File: src/rtl/texture_sampler_arbiter_pkg.sv
// Shared definitions for the two-requester texture sampler arbiter.
// Result record packing (MSB first): texel00, texel01, texel10, texel11, subS, subT.
package texture_sampler_arbiter_pkg;

   localparam int REQ_ID_WIDTH   = 1;
   localparam int SUBCOORD_WIDTH = 16;

   function automatic int sampler_latency(input int memory_delay);
      return memory_delay + 2;
   endfunction

   function automatic int result_width(input int pixel_width);
      return 4 * pixel_width + 2 * SUBCOORD_WIDTH;
   endfunction

endpackage

File: src/rtl/texture_sampler_arbiter_fifo.sv
// Synchronous first-word-fall-through result FIFO with an occupancy count.
// Head data reads as zero while empty so an idle consumer port is quiet.
module texture_result_fifo #(
   parameter int WIDTH = 160,
   parameter int DEPTH = 4,
   localparam int CNT_W = $clog2(DEPTH + 1),
   localparam int PTR_W = (DEPTH > 1) ? $clog2(DEPTH) : 1
) (
   input  logic             aclk,
   input  logic             resetn,
   input  logic             wr_en,
   input  logic [WIDTH-1:0] wr_data,
   output logic             rd_valid,
   input  logic             rd_ready,
   output logic [WIDTH-1:0] rd_data,
   output logic [CNT_W-1:0] count
);

   logic [WIDTH-1:0] mem [DEPTH];
   logic [PTR_W-1:0] wr_ptr;
   logic [PTR_W-1:0] rd_ptr;
   logic             do_push;
   logic             do_pop;

   function automatic logic [PTR_W-1:0] next_ptr(input logic [PTR_W-1:0] p);
      return (p == PTR_W'(DEPTH - 1)) ? '0 : p + 1'b1;
   endfunction

   assign rd_valid = (count != '0);
   assign rd_data  = rd_valid ? mem[rd_ptr] : '0;
   assign do_pop   = rd_ready && rd_valid;
   // A write into a full FIFO is dropped; upstream credits keep this from happening.
   assign do_push  = wr_en && ((count != CNT_W'(DEPTH)) || do_pop);

   always_ff @(posedge aclk) begin
      if (do_push) mem[wr_ptr] <= wr_data;
   end

   always_ff @(posedge aclk) begin
      if (!resetn) begin
         wr_ptr <= '0;
         rd_ptr <= '0;
         count  <= '0;
      end else begin
         if (do_push) wr_ptr <= next_ptr(wr_ptr);
         if (do_pop)  rd_ptr <= next_ptr(rd_ptr);
         if (do_push && !do_pop)      count <= count + 1'b1;
         else if (do_pop && !do_push) count <= count - 1'b1;
      end
   end

endmodule

File: src/rtl/texture_sampler_arbiter.sv
// Round-robin arbiter sharing one fixed-latency texture sampler between TMU0 and TMU1,
// with a tag shadow pipeline steering results into per-requester credit-managed FIFOs.
module texture_sampler_arbiter
   import texture_sampler_arbiter_pkg::*;
#(
   parameter int MEMORY_DELAY = 1,
   parameter int PIXEL_WIDTH  = 32,
   parameter int FIFO_DEPTH   = 4
) (
   input  logic                   aclk,
   input  logic                   resetn,
   input  logic                   s0_valid,
   output logic                   s0_ready,
   input  logic [15:0]            s0_texelS,
   input  logic [15:0]            s0_texelT,
   input  logic                   s0_clampS,
   input  logic                   s0_clampT,
   input  logic [7:0]             s0_sizeW,
   input  logic [7:0]             s0_sizeH,
   input  logic                   s1_valid,
   output logic                   s1_ready,
   input  logic [15:0]            s1_texelS,
   input  logic [15:0]            s1_texelT,
   input  logic                   s1_clampS,
   input  logic                   s1_clampT,
   input  logic [7:0]             s1_sizeW,
   input  logic [7:0]             s1_sizeH,
   output logic                   m0_valid,
   input  logic                   m0_ready,
   output logic [PIXEL_WIDTH-1:0] m0_texel00,
   output logic [PIXEL_WIDTH-1:0] m0_texel01,
   output logic [PIXEL_WIDTH-1:0] m0_texel10,
   output logic [PIXEL_WIDTH-1:0] m0_texel11,
   output logic [15:0]            m0_subCoordS,
   output logic [15:0]            m0_subCoordT,
   output logic                   m1_valid,
   input  logic                   m1_ready,
   output logic [PIXEL_WIDTH-1:0] m1_texel00,
   output logic [PIXEL_WIDTH-1:0] m1_texel01,
   output logic [PIXEL_WIDTH-1:0] m1_texel10,
   output logic [PIXEL_WIDTH-1:0] m1_texel11,
   output logic [15:0]            m1_subCoordS,
   output logic [15:0]            m1_subCoordT,
   output logic [15:0]            smp_texelS,
   output logic [15:0]            smp_texelT,
   output logic                   smp_clampS,
   output logic                   smp_clampT,
   output logic [7:0]             smp_sizeW,
   output logic [7:0]             smp_sizeH,
   input  logic [PIXEL_WIDTH-1:0] smp_texel00,
   input  logic [PIXEL_WIDTH-1:0] smp_texel01,
   input  logic [PIXEL_WIDTH-1:0] smp_texel10,
   input  logic [PIXEL_WIDTH-1:0] smp_texel11,
   input  logic [15:0]            smp_subCoordS,
   input  logic [15:0]            smp_subCoordT
);

   localparam int L     = sampler_latency(MEMORY_DELAY);
   localparam int RW    = result_width(PIXEL_WIDTH);
   localparam int CNT_W = $clog2(FIFO_DEPTH + 1);

   logic [CNT_W-1:0]        count0, count1;
   logic [CNT_W-1:0]        inflight0, inflight1;
   logic                    elig0, elig1, grant0, grant1, issue;
   logic [REQ_ID_WIDTH-1:0] grant_id;
   logic                    last_grant;
   logic [L-1:0]            tag_valid;
   logic [REQ_ID_WIDTH-1:0] tag_id [L];
   logic                    wr0, wr1;
   logic [RW-1:0]           smp_result, m0_data, m1_data;

   // Credit is free space not yet claimed by queued or in-flight results.
   assign elig0 = s0_valid && (({1'b0, count0} + {1'b0, inflight0}) < (CNT_W+1)'(FIFO_DEPTH));
   assign elig1 = s1_valid && (({1'b0, count1} + {1'b0, inflight1}) < (CNT_W+1)'(FIFO_DEPTH));

   assign grant0   = elig0 && (!elig1 || last_grant);
   assign grant1   = elig1 && (!elig0 || !last_grant);
   assign issue    = grant0 || grant1;
   assign grant_id = REQ_ID_WIDTH'(grant1);
   assign s0_ready = grant0;
   assign s1_ready = grant1;

   assign smp_texelS = grant1 ? s1_texelS : s0_texelS;
   assign smp_texelT = grant1 ? s1_texelT : s0_texelT;
   assign smp_clampS = grant1 ? s1_clampS : s0_clampS;
   assign smp_clampT = grant1 ? s1_clampT : s0_clampT;
   assign smp_sizeW  = grant1 ? s1_sizeW  : s0_sizeW;
   assign smp_sizeH  = grant1 ? s1_sizeH  : s0_sizeH;

   always_ff @(posedge aclk) begin
      if (!resetn) begin
         last_grant <= 1'b1;
         tag_valid  <= '0;
         for (int i = 0; i < L; i++) tag_id[i] <= '0;
      end else begin
         if (issue) last_grant <= grant1;
         tag_valid <= {tag_valid[L-2:0], issue};
         tag_id[0] <= grant_id;
         for (int i = 1; i < L; i++) tag_id[i] <= tag_id[i-1];
      end
   end

   // Results are captured in the cycle their tag reaches the last stage.
   assign wr0 = tag_valid[L-1] && (tag_id[L-1] == '0);
   assign wr1 = tag_valid[L-1] && (tag_id[L-1] != '0);

   always_ff @(posedge aclk) begin
      if (!resetn) begin
         inflight0 <= '0;
         inflight1 <= '0;
      end else begin
         if (grant0 && !wr0)      inflight0 <= inflight0 + 1'b1;
         else if (wr0 && !grant0) inflight0 <= inflight0 - 1'b1;
         if (grant1 && !wr1)      inflight1 <= inflight1 + 1'b1;
         else if (wr1 && !grant1) inflight1 <= inflight1 - 1'b1;
      end
   end

   assign smp_result = {smp_texel00, smp_texel01, smp_texel10, smp_texel11,
                        smp_subCoordS, smp_subCoordT};

   texture_result_fifo #(.WIDTH(RW), .DEPTH(FIFO_DEPTH)) u_fifo0 (
      .aclk(aclk), .resetn(resetn), .wr_en(wr0), .wr_data(smp_result),
      .rd_valid(m0_valid), .rd_ready(m0_ready), .rd_data(m0_data), .count(count0)
   );

   texture_result_fifo #(.WIDTH(RW), .DEPTH(FIFO_DEPTH)) u_fifo1 (
      .aclk(aclk), .resetn(resetn), .wr_en(wr1), .wr_data(smp_result),
      .rd_valid(m1_valid), .rd_ready(m1_ready), .rd_data(m1_data), .count(count1)
   );

   assign {m0_texel00, m0_texel01, m0_texel10, m0_texel11, m0_subCoordS, m0_subCoordT} = m0_data;
   assign {m1_texel00, m1_texel01, m1_texel10, m1_texel11, m1_subCoordS, m1_subCoordT} = m1_data;

endmodule

File: config.mk
export PLATFORM = sky130hd
export DESIGN_NAME = texture_sampler_arbiter
export DESIGN_NICKNAME = d
export VERILOG_FILES = /design/src/rtl/texture_sampler_arbiter_pkg.sv /design/src/rtl/texture_sampler_arbiter_fifo.sv /design/src/rtl/texture_sampler_arbiter.sv
export SDC_FILE = /design/constraint.sdc
export NUM_CORES = 1
export LEC_CHECK = 0
export BUFFER_PORTS_ARGS = -buffer_cell sky130_fd_sc_hd__buf_2
export CAP_MARGIN = 0
export CORE_MARGIN = 2
export CORE_UTILIZATION = 49
export CTS_CLUSTER_DIAMETER = 150
export CTS_CLUSTER_SIZE = 40
export DETAILED_ROUTE_END_ITERATION = 8
export GPL_ROUTABILITY_DRIVEN = 0
export HOLD_SLACK_MARGIN = 0.03
export PLACE_DENSITY_LB_ADDON = 0.2
export SYNTH_ARGS = -nofsm -noshare
export SYNTH_HDL_FRONTEND = slang
export SYNTH_HIERARCHICAL = 1
export SYNTH_SLANG_ARGS = --single-unit
File: constraint.sdc
create_clock -name aclk -period 5.13 [get_ports aclk]
set_input_delay 0.2565 -clock aclk [delete_from_list [all_inputs] [get_ports aclk]]
set_output_delay 0.2565 -clock aclk [all_outputs]
set_load 0.01 [all_outputs]
## Yosys cells after proc, flatten, opt, wreduce, memory -nomap -nowiden

Memories as Yosys holds them, arrays and structs flattened. A register that Yosys moved wholly into a read port is not among the register bits.
Index checks and enable logic that the tools add are counted.

| word-level totals | value |
|---|---|
| register bits | 24 |
| bits in latches | 0 |
| bits in writable memories | 1,283 |
| memory bits (read-only) | 0 |
| bits of input ports | 266 |
| output and inout bits | 374 |
| word-level logic and storage cells | 112 |
| memories kept | 3 |

Memory list:

| name | words | bits a word | read ports | clocked after Yosys merged registers in | wr ports | RTL line | source |
|---|---|---|---|---|---|---|---|
| u_fifo0.mem | 4 | 160 | 1 | 1 | 1 | texture_sampler_arbiter_fifo.sv:19 | `logic [WIDTH-1:0] mem [DEPTH];` |
| u_fifo1.mem | 4 | 160 | 1 | 1 | 1 | texture_sampler_arbiter_fifo.sv:19 |  |
| tag_id | 3 | 1 | 3 | 0 | 3 | texture_sampler_arbiter.sv:68 | `logic [REQ_ID_WIDTH-1:0] tag_id [L];` |

| cells by class | value |
|---|---|
| add/sub/neg operators | 14 |
| multiply operators | 0 |
| divide/modulo/power cells | 0 |
| order comparisons | 2 |
| equality and inequality tests | 6 |
| shifts and indexed selects | 0 |
| multiplexer cells | 33 |
| bitwise gates (word level) | 4 |
| reduce and logical (&&, ||, !) cells | 40 |

Operator list:

| operator | number |
|---|---|
| two-way mux 160 bit | 2 |
| two-way mux 16 bit | 2 |
| two-way mux 3 bit | 8 |
| logical AND 1 bit | 18 |
| two-way mux 2 bit | 8 |
| two-way mux 8 bit | 2 |
| adder 3 x 1 -> 3 bit, second input constant | 4 |
| subtractor 3 x 1 -> 3 bit, second input constant | 4 |
| zero test 1 bit | 11 |
| two-way mux 1 bit | 11 |
| adder 2 x 1 -> 2 bit, second input constant | 4 |
| adder 3 x 3 -> 4 bit | 2 |
| == test 2 bit, second input constant | 4 |
| < comparator 4 x 3 -> 1 bit, second input constant | 2 |
| nonzero test 2 bit | 4 |
| inequality test 3 bit, second input constant | 2 |
| nonzero test 3 bit | 2 |
| logical OR 1 bit | 5 |
| OR 1 bit | 3 |
| NOT 1 bit | 1 |

## Logic depth before layout (Yosys ltp)

Gate-level depths: netlist of run 1.

| logic depth | value |
|---|---|
| depth after elaboration | 10 |
| depth in mapped cells | 12 |
| gate-level depth less buffers | 10 |

## By module

Netlist of run 1, hierarchy kept.

By module, submodules not included:

| module | times used | cells an instance | area each (um^2) | sequential area each (um^2) |
|---|---|---|---|---|
| texture_result_fifo | 2 | 1,065 | 24,608.6 | 19,398.6 |
| texture_sampler_arbiter | 1 | 306 | 2,112.0 | 260.2 |

## Worst setup path before layout of run 1

OpenSTA, ideal clock, no wires.

| path | value |
|---|---|
| path type | register to register |
| from | mem tag_id[2][0], in the netlist tag_id[0][2] |
| to | mem u_fifo0.mem[1][0] (enable) |
| library setup time | 0.539 ns |
| arrival time | 4.533 ns |
| path slack | 0.058 ns |
| cell stages (with the launch flop) | 6 |
| clock period less this slack | 5.072 ns |
| cell sequence | dfxtp_1 nand2b_1 inv_1 o41a_1 clkbuf_1 and2_1 |

RTL lines:

| what | RTL line |
|---|---|
| from (decl) | texture_sampler_arbiter.sv:68 |
| to (decl) | texture_sampler_arbiter_fifo.sv:19 |

## Final worst setup path of run 1

| path | value |
|---|---|
| from | reg u_fifo0.count[2] |
| to | out smp_sizeW[7] |

| on the way | value |
|---|---|
| word-level cells in the longest chain between the ends | 7 |

RTL lines:

| what | RTL line | source |
|---|---|---|
| from (decl) | texture_sampler_arbiter_fifo.sv:16 | `output logic [CNT_W-1:0] count` |
| from (signal assigned) | texture_sampler_arbiter_fifo.sv:47 | `if (do_push && !do_pop) count <= count + 1'b1;` |
| from (signal assigned) | texture_sampler_arbiter_fifo.sv:48 | `else if (do_pop && !do_push) count <= count - 1'b1;` |
| adder 3 x 3 -> 4 bit | texture_sampler_arbiter.sv:73 | `assign elig0 = s0_valid && (({1'b0, count0} + {1'b0, inflight0}) < (CNT_W+1)'(FIFO_DEPTH));` |
| < comparator 4 x 3 -> 1 bit | texture_sampler_arbiter.sv:73 |  |
| logical AND 1 bit | texture_sampler_arbiter.sv:73 |  |
| zero test 1 bit | texture_sampler_arbiter.sv:77 | `assign grant1 = elig1 && (!elig0 \|\| !last_grant);` |
| logical OR 1 bit | texture_sampler_arbiter.sv:77 |  |
| logical AND 1 bit | texture_sampler_arbiter.sv:77 |  |
| two-way mux 8 bit | texture_sampler_arbiter.sv:87 | `assign smp_sizeW = grant1 ? s1_sizeW : s0_sizeW;` |
| to (decl) | texture_sampler_arbiter.sv:48 | `output logic [7:0] smp_sizeW,` |

No other way between the ends.

==> results of run 1 <==
## stage by stage
stage | hold slack, ns | instance area (µm²) | utilization (%) | total power [mW] | instances
2_1_floorplan | 0.336 | 51300 | - | 17.1 | 2436
3_3_place_gp | 0.422 | 56100 | 54.1 | 20.5 | 4340
3_5_place_dp | 0.417 | 56100 | 54.1 | 20.6 | 4340
4_1_cts | 0.0435 | 58700 | 56.6 | 24.9 | 4550
5_1_grt | 0.112 | 58700 | 56.6 | 25.6 | 4552
6_report | 0.0881 | 58700 | 56.7 | 24.6 | 4555
## cell families after synthesis
logic type	Yosys count	share of synthesized area, %
fa+ha+maj	22	0.595
compound gates	119	1.51
xor+xnor	8	0.137
flops	1311	76.1
simple gates	481	5.69
buf+inv	167	1.77
mux	328	14.2
## worst register-to-register path, cell delays in order (launching register included)
cell and delay, ns:
dfxtp_1 0.45, ha_1 0.29, nor4b_4 0.25, buf_4 0.49, and3_1 0.26, buf_4 0.46, nor2_1 0.12, ha_1 0.23
inv_1 0.08, fa_1 0.18, xor2_1 0.08, or3_1 0.31, a21oi_1 0.14
## layout make-up
class / instances / area (µm²) / share of cell area [%]
antenna: 5 / 12.5 / 0.0213
timing repair buffer: 840 / 5440 / 9.26
tap: 1380 / 1730 / 2.94
multi-input combinational: 958 / 11400 / 19.4
inverter: 13 / 48.8 / 0.0831
sequential: 1311 / 39100 / 66.5
clock buffer: 44 / 973 / 1.66
clock inverter: 4 / 42.5 / 0.0725
## flip-flops by register name, indices dropped and copies added, names as in the netlist, named ones only
signal / count
u_fifo1/mem: 640
inflight0: 3
u_fifo0/rd_ptr: 2
last_grant: 1
u_fifo0/count: 3
u_fifo0/wr_ptr: 2
tag_id: 3
tag_valid: 3
u_fifo1/count: 3
inflight1: 3
u_fifo1/rd_ptr: 2
u_fifo1/wr_ptr: 2
u_fifo0/mem: 640
## power groups by stage
stage / registers [mW] / clock network, mW / logic, mW
detailed placement: 12.4 / 0 / 8.17
global placement: 12.4 / 0 / 8.09
global route: 12.2 / 4.72 / 8.75
floorplan: 12.3 / 0 / 4.84
finish: 12.1 / 4.28 / 8.18
CTS: 12.1 / 4.42 / 8.31
## layer usage
layer  global-route usage (%)  vias up
met2                     37.8      943
met3                     3.31      148
met4                     4.28        4
met1                     31.9    14300
met5                        0        -
li1                         -    11300
## layout by cell type (no fill, tap or decap), types with 3 or more instances in the layout
cell           synthesis  routed
diode_2                0       5
inv_6                  0       3
edfxtp_1            1280    1280
inv_1                 12      12
or3_1                  6       4
o21ai_1               42      42
nand2_1               15      15
mux2i_1                8       8
ha_1                  18      18
dfxtp_1               31      27
o21ai_2                9       9
nor2_1                10      10
buf_12                 0      26
mux4_2               320     320
nand3_1               56      54
clkbuf_1              72       6
and2_1               334     326
clkbuf_16              0      38
nand4_1               50      50
dfxtp_4                0       4
xor2_1                 6       6
o211ai_1              50      50
and2_4                 0       8
fa_1                   4       4
buf_4                  5      13
o21ai_0                8       8
buf_2                 50     639
a21oi_1                4       4
dlygate4sd3_1          0     162
## timing repair
item,CTS,global route
hold buffers,162,0
setup buffers,0,0
hold endpoints to repair,1285,0
## path summary, 6_finish.rpt
path                    start  cells past startpoint            to
max reg2reg  u_fifo0/count[2]                     12  inflight1[2]
min reg2reg      tag_id[0][1]                      1  tag_id[0][2]
max          u_fifo0/count[2]                      7  smp_sizeW[7]
min                  m0_ready                      3     flip-flop
==> impl_metrics.yaml, run 1 <==
route:
  drt_iter0_drc: 2592
  firstDrtPassIters: 9
  drc: 2
  routed_wl_um: 123000
  met1Wirelength_um: 51400
  top_layer_used: "met5"
  vias: 26700
  ant_nets: 0
  dr_wl_met2_um: 61100
  route.met3.wl_um: 7700
  vias_per_cell: 5.85
  routedWlPerCell_um: 26.9
power:
  clkPwrFrac_pct: 17.4
  p_per_area_mw_per_mm2: 419
  pwr-share-seq_pct: 49.3
  power_frac_comb_pct: 33.3
  switching_share_pct: 32.1
  peakVddDrop_mv: 0.386
  p_leak_nw: 19.4
  p_int_mw: 16.7
  p_sw_mw: 7.90
timing:
  rsz0062_at_grt: "no"
  max_freq_mhz: 273
  report.final.slew_viol_count: 0
  slew_headroom_pct: 30.5
  setup_violations: 0
  post-route-period-util_pct: 71.5
  finalClockSkew_ns: 0.0267
  fin_setup_tns_ns: 0
  final-hold-violation-count: 0
  worst_pin_slew_ns: 1.04
  worst_slack_ns: 1.46
  post-route-min-period_ns: 3.67
logic_synthesis:
  synth_fp_nets: 2724
  synth_edf_count: 1280
  yosysMostFrequentCell: "edfxtp_1"
  synthArstFlopShare_pct: 0
  ys_ff_latch: 1311
  synthFlopType: "edfxtp_1"
  ys_types: 35
  synthTopCellsByArea: "edfxtp_1, mux4_2, and2_1"
  synth_top_area_cell: "edfxtp_1"
  synth_commonest_cells: "edfxtp_1, and2_1, mux4_2, clkbuf_1, nand3_1"
  syn_avg_cell_area_um2: 21.1
  yosysWarnings: 6
  yosysSeqAreaShare_pct: 76.1
  synth_top_area_share_pct: 74.9
  postSynthCellCount: 2436
  syn-cell-area_mm2: 0.0513
grt:
  grt_pass1_vias: 27400
  antenna_found_initial: 5
  track_usage_pct: 22.5
  grt_pass1_wl_um: 180000
  grt_max_degree: 100
  grt-ovfl-total: 0
floorplanning:
  start_util_pct: 49.5
  io_pins: 640
  placementRows: 118
  fp.dieH_um: 328
  die-area_mm2: 0.107
  die-width_um: 328
  core_area_mm2: 0.104
setup_path:
  critPathBufInv: 3
  cp_common_cell: "buf_4"
  cp_cell_sequence: "ha_1 -> nor4b_4 -> buf_4 -> and3_1 -> buf_4 -> o211ai_1 -> buf_2"
  slowest_delay_ns: 0.49
  criticalPathCategory: "reg -> out"
  r2r_setup_slack_ns: 1.74
  crit_family: "buffers and inverters"
  start_kind: "flip-flop"
  critPathMaxFanout: 53
  slowest_stage: "buf_4"
  required_ns: 4.87
  cp_data_arrival_time_ns: 3.41
  end_kind: "output pin"
place:
  dp_hpwl_um: 71700
  place_ws_ns: 1.84
  portBuffers: 639
cells_and_area:
  nets: 3450
  nFillCells: 7928
  final_layout_size_suffix_gt1_share_pct: 33.8
  synthToLayoutAreaGrowth_pct: 14.4
worst_hold_path:
  hp-class: "in -> reg"
clock_network:
  cts_sinks: 1311
  cts_tree: "yes"
  clock-root-buffer: "clkbuf_16"
  cts_buffer_depth: 3
  cts_resized: 0
  htree_levels: 2
  cts-buffers-inserted: 38
  clkLatencyLatePin_ns: 0.66
  clk_pin_slew_ns: 0.14
flow_run:
  maxCapViolCount: 0
outcome:
  status: "finished with violations"
  failed_checks: "design-rule violations"
No activity file was read; power rests on OpenSTA's default activity.
==> inputs of run 2 (changes only) <==
==> constraint.sdc (replaced) <==
create_clock -name aclk -period 3.3 [get_ports aclk]
set_input_delay 0.165 -clock aclk [delete_from_list [all_inputs] [get_ports aclk]]
set_output_delay 0.165 -clock aclk [all_outputs]
set_load 0.01 [all_outputs]
==> impl_metrics.yaml, run 2 (synthesis gave the netlist of run 1 again) <==
timing:
  finalClockSkew_ns: 0.0226
  report.final.slew_viol_count: 0
  final-hold-violation-count: 0
  rsz0062_at_grt: "no"
  post-route-min-period_ns: 3.10
  slew_headroom_pct: 52.8
  setup_violations: 0
  worst_pin_slew_ns: 0.708
  fin_setup_tns_ns: 0
  hold-worst-slack_ns: 0.335
  post-route-period-util_pct: 94.1
  max_freq_mhz: 322
setup_path:
  end_kind: "output pin"
  crit_family: "buffers and inverters"
  critPathMaxFanout: 52
  slowest_delay_ns: 0.43
  slowest_stage: "dfxtp_1"
  critPathBufInv: 3
  cp_data_arrival_time_ns: 2.94
  required_ns: 3.13
  start_kind: "flip-flop"
  cp_cell_sequence: "ha_1 -> nor4b_4 -> buf_12 -> and3_1 -> clkbuf_8 -> o211ai_1 -> buf_2"
  criticalPathCategory: "reg -> out"
route:
  firstDrtPassIters: 6
  drt_iter0_drc: 2811
  routed_wl_um: 123000
  vias_per_cell: 5.87
  routedWlPerCell_um: 26.8
  drc: 0
  vias: 27000
  ant_nets: 0
grt:
  grt_max_degree: 73
  track_usage_pct: 22.6
  grt_pass1_wl_um: 181000
  grt-ovfl-total: 0
  grt_pass1_vias: 28000
  antenna_found_initial: 12
clock_network:
  cts_sinks: 1311
  clk_pin_slew_ns: 0.13
  cts_buffer_depth: 3
  clock-root-buffer: "clkbuf_16"
  cts_tree: "yes"
  clkLatencyLatePin_ns: 0.64
  cts-buffers-inserted: 38
  htree_levels: 2
cells_and_area:
  mostFrequentLayoutCells: "edfxtp_1, buf_2, and2_1"
  reg_top3: "u_fifo0/mem (640), u_fifo1/mem (640)"
  nFillCells: 7785
  layout_commonest_cell: "edfxtp_1"
  nets: 3490
  utilization_pct: 57.2
  final_layout_size_suffix_gt1_share_pct: 34.5
  synthToLayoutAreaGrowth_pct: 15.4
  final_cell_area_mm2: 0.0592
floorplanning:
  io_pins: 640
  core_area_mm2: 0.104
  die-width_um: 328
  die-area_mm2: 0.107
  placementRows: 118
  start_util_pct: 49.5
  fp.dieH_um: 328
power:
  p_per_area_mw_per_mm2: 651
  finalPower_mw: 38.5
  p_leak_nw: 19.7
  peakVddDrop_mv: 0.636
place:
  dp_hpwl_um: 76400
  dpl-instance-area_mm2: 0.0565
  portBuffers: 639
flow_run:
  maxCapViolCount: 0
outcome:
  status: "completed"
worst_hold_path:
  hp-class: "in -> reg"
run 2: changes by cell type in the layout (fill, tap and decap cells not counted), moves of 2 or more:
cell           delta
inv_6             -2
diode_2           +2
dlygate4sd3_1     +3
clkbuf_16         +3
buf_4            +23
buf_12           +13
run 2: cell type report:
class	count	area, µm²	area share, %
antenna	7	17.5	0.0296
inverter	13	48.8	0.0824
tap	1380	1730	2.91
multi-input combinational	958	11400	19.2
clock buffer	48	1050	1.78
clock inverter	1	8.76	0.0148
sequential	1311	39100	66.0
timing repair buffer	880	5910	9.98
run 2: final timing paths:
path                     from                   to  slack [ns]  depth (start not counted)
max          u_fifo0/count[2]        smp_texelT[3]        0.20                          7
min            smp_texel00[2]  u_fifo1/mem[2][130]        0.34                          2
max reg2reg  u_fifo0/count[1]         inflight1[2]        0.56                         11
min reg2reg      tag_id[0][1]         tag_id[0][2]        0.46                          1
run 2: through the flow:
step | setup WS [ns] | cells
4_1_cts | 0.0155 | 4591
5_1_grt | 0.0264 | 4597
2_1_floorplan | 0.0112 | 2436
3_3_place_gp | 0.538 | 4377
6_report | 0.196 | 4598
3_5_place_dp | 0.455 | 4377
run 2: layer usage:
| layer | track usage (%) | share of wire [%] |
|---|---|---|
| met1 | 32.4 | 42 |
| met2 | 37.6 | 49 |
| met3 | 3.36 | 6.5 |
| met4 | 4.19 | 1.8 |
| met5 | 0 | 0.037 |
run 2: power by group:
part,switching [mW],internal [mW]
clock network,4.49,2.30
registers,0.205,18.5
logic,7.65,5.35
run 2: what timing repair did:
item	in CTS	in global routing
hold endpoints to repair	1301	0
gates resized for setup	1	5
hold buffers	165	0
setup endpoints to repair	50	50
setup buffers	0	0
cloned	0	0
==> inputs of run 3 (changes only) <==
--- a/config.mk
+++ b/config.mk
@@ -7,8 +7,10 @@
 export LEC_CHECK = 0
 export BUFFER_PORTS_ARGS = -buffer_cell sky130_fd_sc_hd__buf_2
 export CAP_MARGIN = 0
+export CELL_PAD_IN_SITES_DETAIL_PLACEMENT = 1
+export CELL_PAD_IN_SITES_GLOBAL_PLACEMENT = 2
 export CORE_MARGIN = 2
-export CORE_UTILIZATION = 49
+export CORE_UTILIZATION = 40
 export CTS_CLUSTER_DIAMETER = 150
 export CTS_CLUSTER_SIZE = 40
 export DETAILED_ROUTE_END_ITERATION = 8
==> impl_metrics.yaml, run 3 (synthesis gave the netlist of run 1 again) <==
grt:
  antenna_found_initial: 13
  track_usage_pct: 20.3
  grt_pass1_wl_um: 198000
  grt_max_degree: 89
  grt_pass1_vias: 28700
  grt-ovfl-total: 0
route:
  drc: 0
  firstDrtPassIters: 5
  vias_per_cell: 5.50
  vias: 26900
  routedWlPerCell_um: 27.3
  drt_iter0_drc: 2460
  ant_nets: 0
  routed_wl_um: 134000
timing:
  report.final.slew_viol_count: 0
  max_freq_mhz: 328
  fin_setup_tns_ns: 0
  worst_slack_ns: 0.247
  worst_pin_slew_ns: 0.831
  finalClockSkew_ns: 0.0260
  post-route-period-util_pct: 92.5
  post-route-min-period_ns: 3.05
  final-hold-violation-count: 0
  rsz0062_at_grt: "no"
  setup_violations: 0
  slew_headroom_pct: 44.6
cells_and_area:
  mostFrequentLayoutCells: "edfxtp_1, buf_2, and2_1"
  nFillCells: 12000
  final_cell_area_mm2: 0.0599
  nets: 3499
  layoutNonFillerInstCount: 4894
  final_layout_size_suffix_gt1_share_pct: 34.7
  layout_commonest_cell: "edfxtp_1"
  synthToLayoutAreaGrowth_pct: 16.6
  reg_top3: "u_fifo0/mem (640), u_fifo1/mem (640)"
place:
  dpl.cell_count: 4667
  dp_hpwl_um: 84500
  place_ws_ns: 0.518
  dpl-instance-area_mm2: 0.0571
  portBuffers: 639
clock_network:
  clkLatencyLatePin_ns: 0.67
  cts_buffer_depth: 3
  cts_resized: 0
  clk_pin_slew_ns: 0.14
  cts_tree: "yes"
  cts-buffers-inserted: 38
  clock-root-buffer: "clkbuf_16"
  htree_levels: 2
  cts_sinks: 1311
setup_path:
  rr_worst_depth: 10
  timing.rr.start: "u_fifo0/count[2]"
  start_kind: "flip-flop"
  required_ns: 3.13
  criticalPathCategory: "reg -> out"
  r2r_setup_slack_ns: 0.49
  critPathMaxFanout: 52
  end_kind: "output pin"
  cp_data_arrival_time_ns: 2.89
  r2r-end: "inflight0[2]"
floorplanning:
  start_util_pct: 40.3
  placementRows: 131
  core_area_mm2: 0.128
  die-width_um: 362
  die-area_mm2: 0.131
  fp.dieH_um: 362
  io_pins: 640
power:
  pwr-share-seq_pct: 48.3
  peakVddDrop_mv: 0.584
  switching_share_pct: 32.5
  clkPwrFrac_pct: 17.8
  p_per_area_mw_per_mm2: 651
  p_int_mw: 26.3
  finalPower_mw: 39.0
  p_leak_nw: 19.8
  power_frac_comb_pct: 34.0
  p_sw_mw: 12.6
outcome:
  status: "completed"
worst_hold_path:
  hold_end: "u_fifo1/mem[0][138]"
  whs_path_depth: 2
  hp-class: "in -> reg"
  min_from: "smp_texel00[10]"
flow_run:
  maxCapViolCount: 0
run 3: cell types whose count changed in the layout (fill, tap and decap cells not counted), sizes merged:
cell | before | now
buf | 714 | 723
diode | 7 | 14
clkbuf | 49 | 44
bufinv | 0 | 2
dlygate4sd3 | 165 | 166
run 3: area by class of cell:
type | instances | area, µm² | share of cell area, %
clock inverters | 3 | 68.8 | 0.115
inverters | 13 | 48.8 | 0.0815
diodes | 14 | 35.0 | 0.0585
flip-flops and latches | 1311 | 39100 | 65.3
clock buffers | 44 | 995 | 1.66
multi-input cells | 958 | 11400 | 19.1
repair buffers | 889 | 6150 | 10.3
well taps | 1662 | 2080 | 3.47
run 3: critical path, stage by stage, from the launching register on:
cell and delay [ns]:
dfxtp_1 0.45, ha_1 0.30, nor4b_4 0.33, and3_2 0.25, buf_4 0.49, o211ai_1 0.21
buf_2 0.19
run 3: power by group through the flow:
stage               clock, mW  sequential (mW)  combinational, mW
finish                   6.92             18.8               13.2
global route             7.63             18.9               14.3
CTS                      7.22             18.8               13.6
detailed placement          0             19.2               13.4
global placement            0             19.2               13.2
floorplan                   0             19.0               7.52
run 3: repair_timing:
action,4_1_cts,5_1_grt
hold buffers,166,0
hold endpoints to repair,1305,0
buffers inserted,0,0
run 3: metal layers:
layer	part of all wire [%]	track usage [%]	vias up
met5	0.022	0	-
met4	1.3	3.06	6
met3	6.0	3.51	101
met2	50	33.9	849
met1	43	28.4	14600
li1	-	-	11400
run 3: worst max-delay path by stage:
stage | cells after the start | end | start
floorplan | 5 | u_fifo0/mem[0][0] | tag_id[0][2]
global route | 6 | smp_texelT[15] | u_fifo0/count[2]
global placement | 10 | inflight0[2] | u_fifo0/count[2]
finish | 6 | smp_sizeW[7] | u_fifo0/count[2]
detailed placement | 10 | inflight0[2] | u_fifo0/count[2]
CTS | 4 | m1_subCoordS[15] | flip-flop
run 3: through the flow:
step                hold slack, ns  util (%)
CTS                          0.246      46.9
detailed placement           0.426      44.8
global placement             0.418      44.8
global route                 0.283      46.9
finish                       0.304      46.9
floorplan                    0.245         -
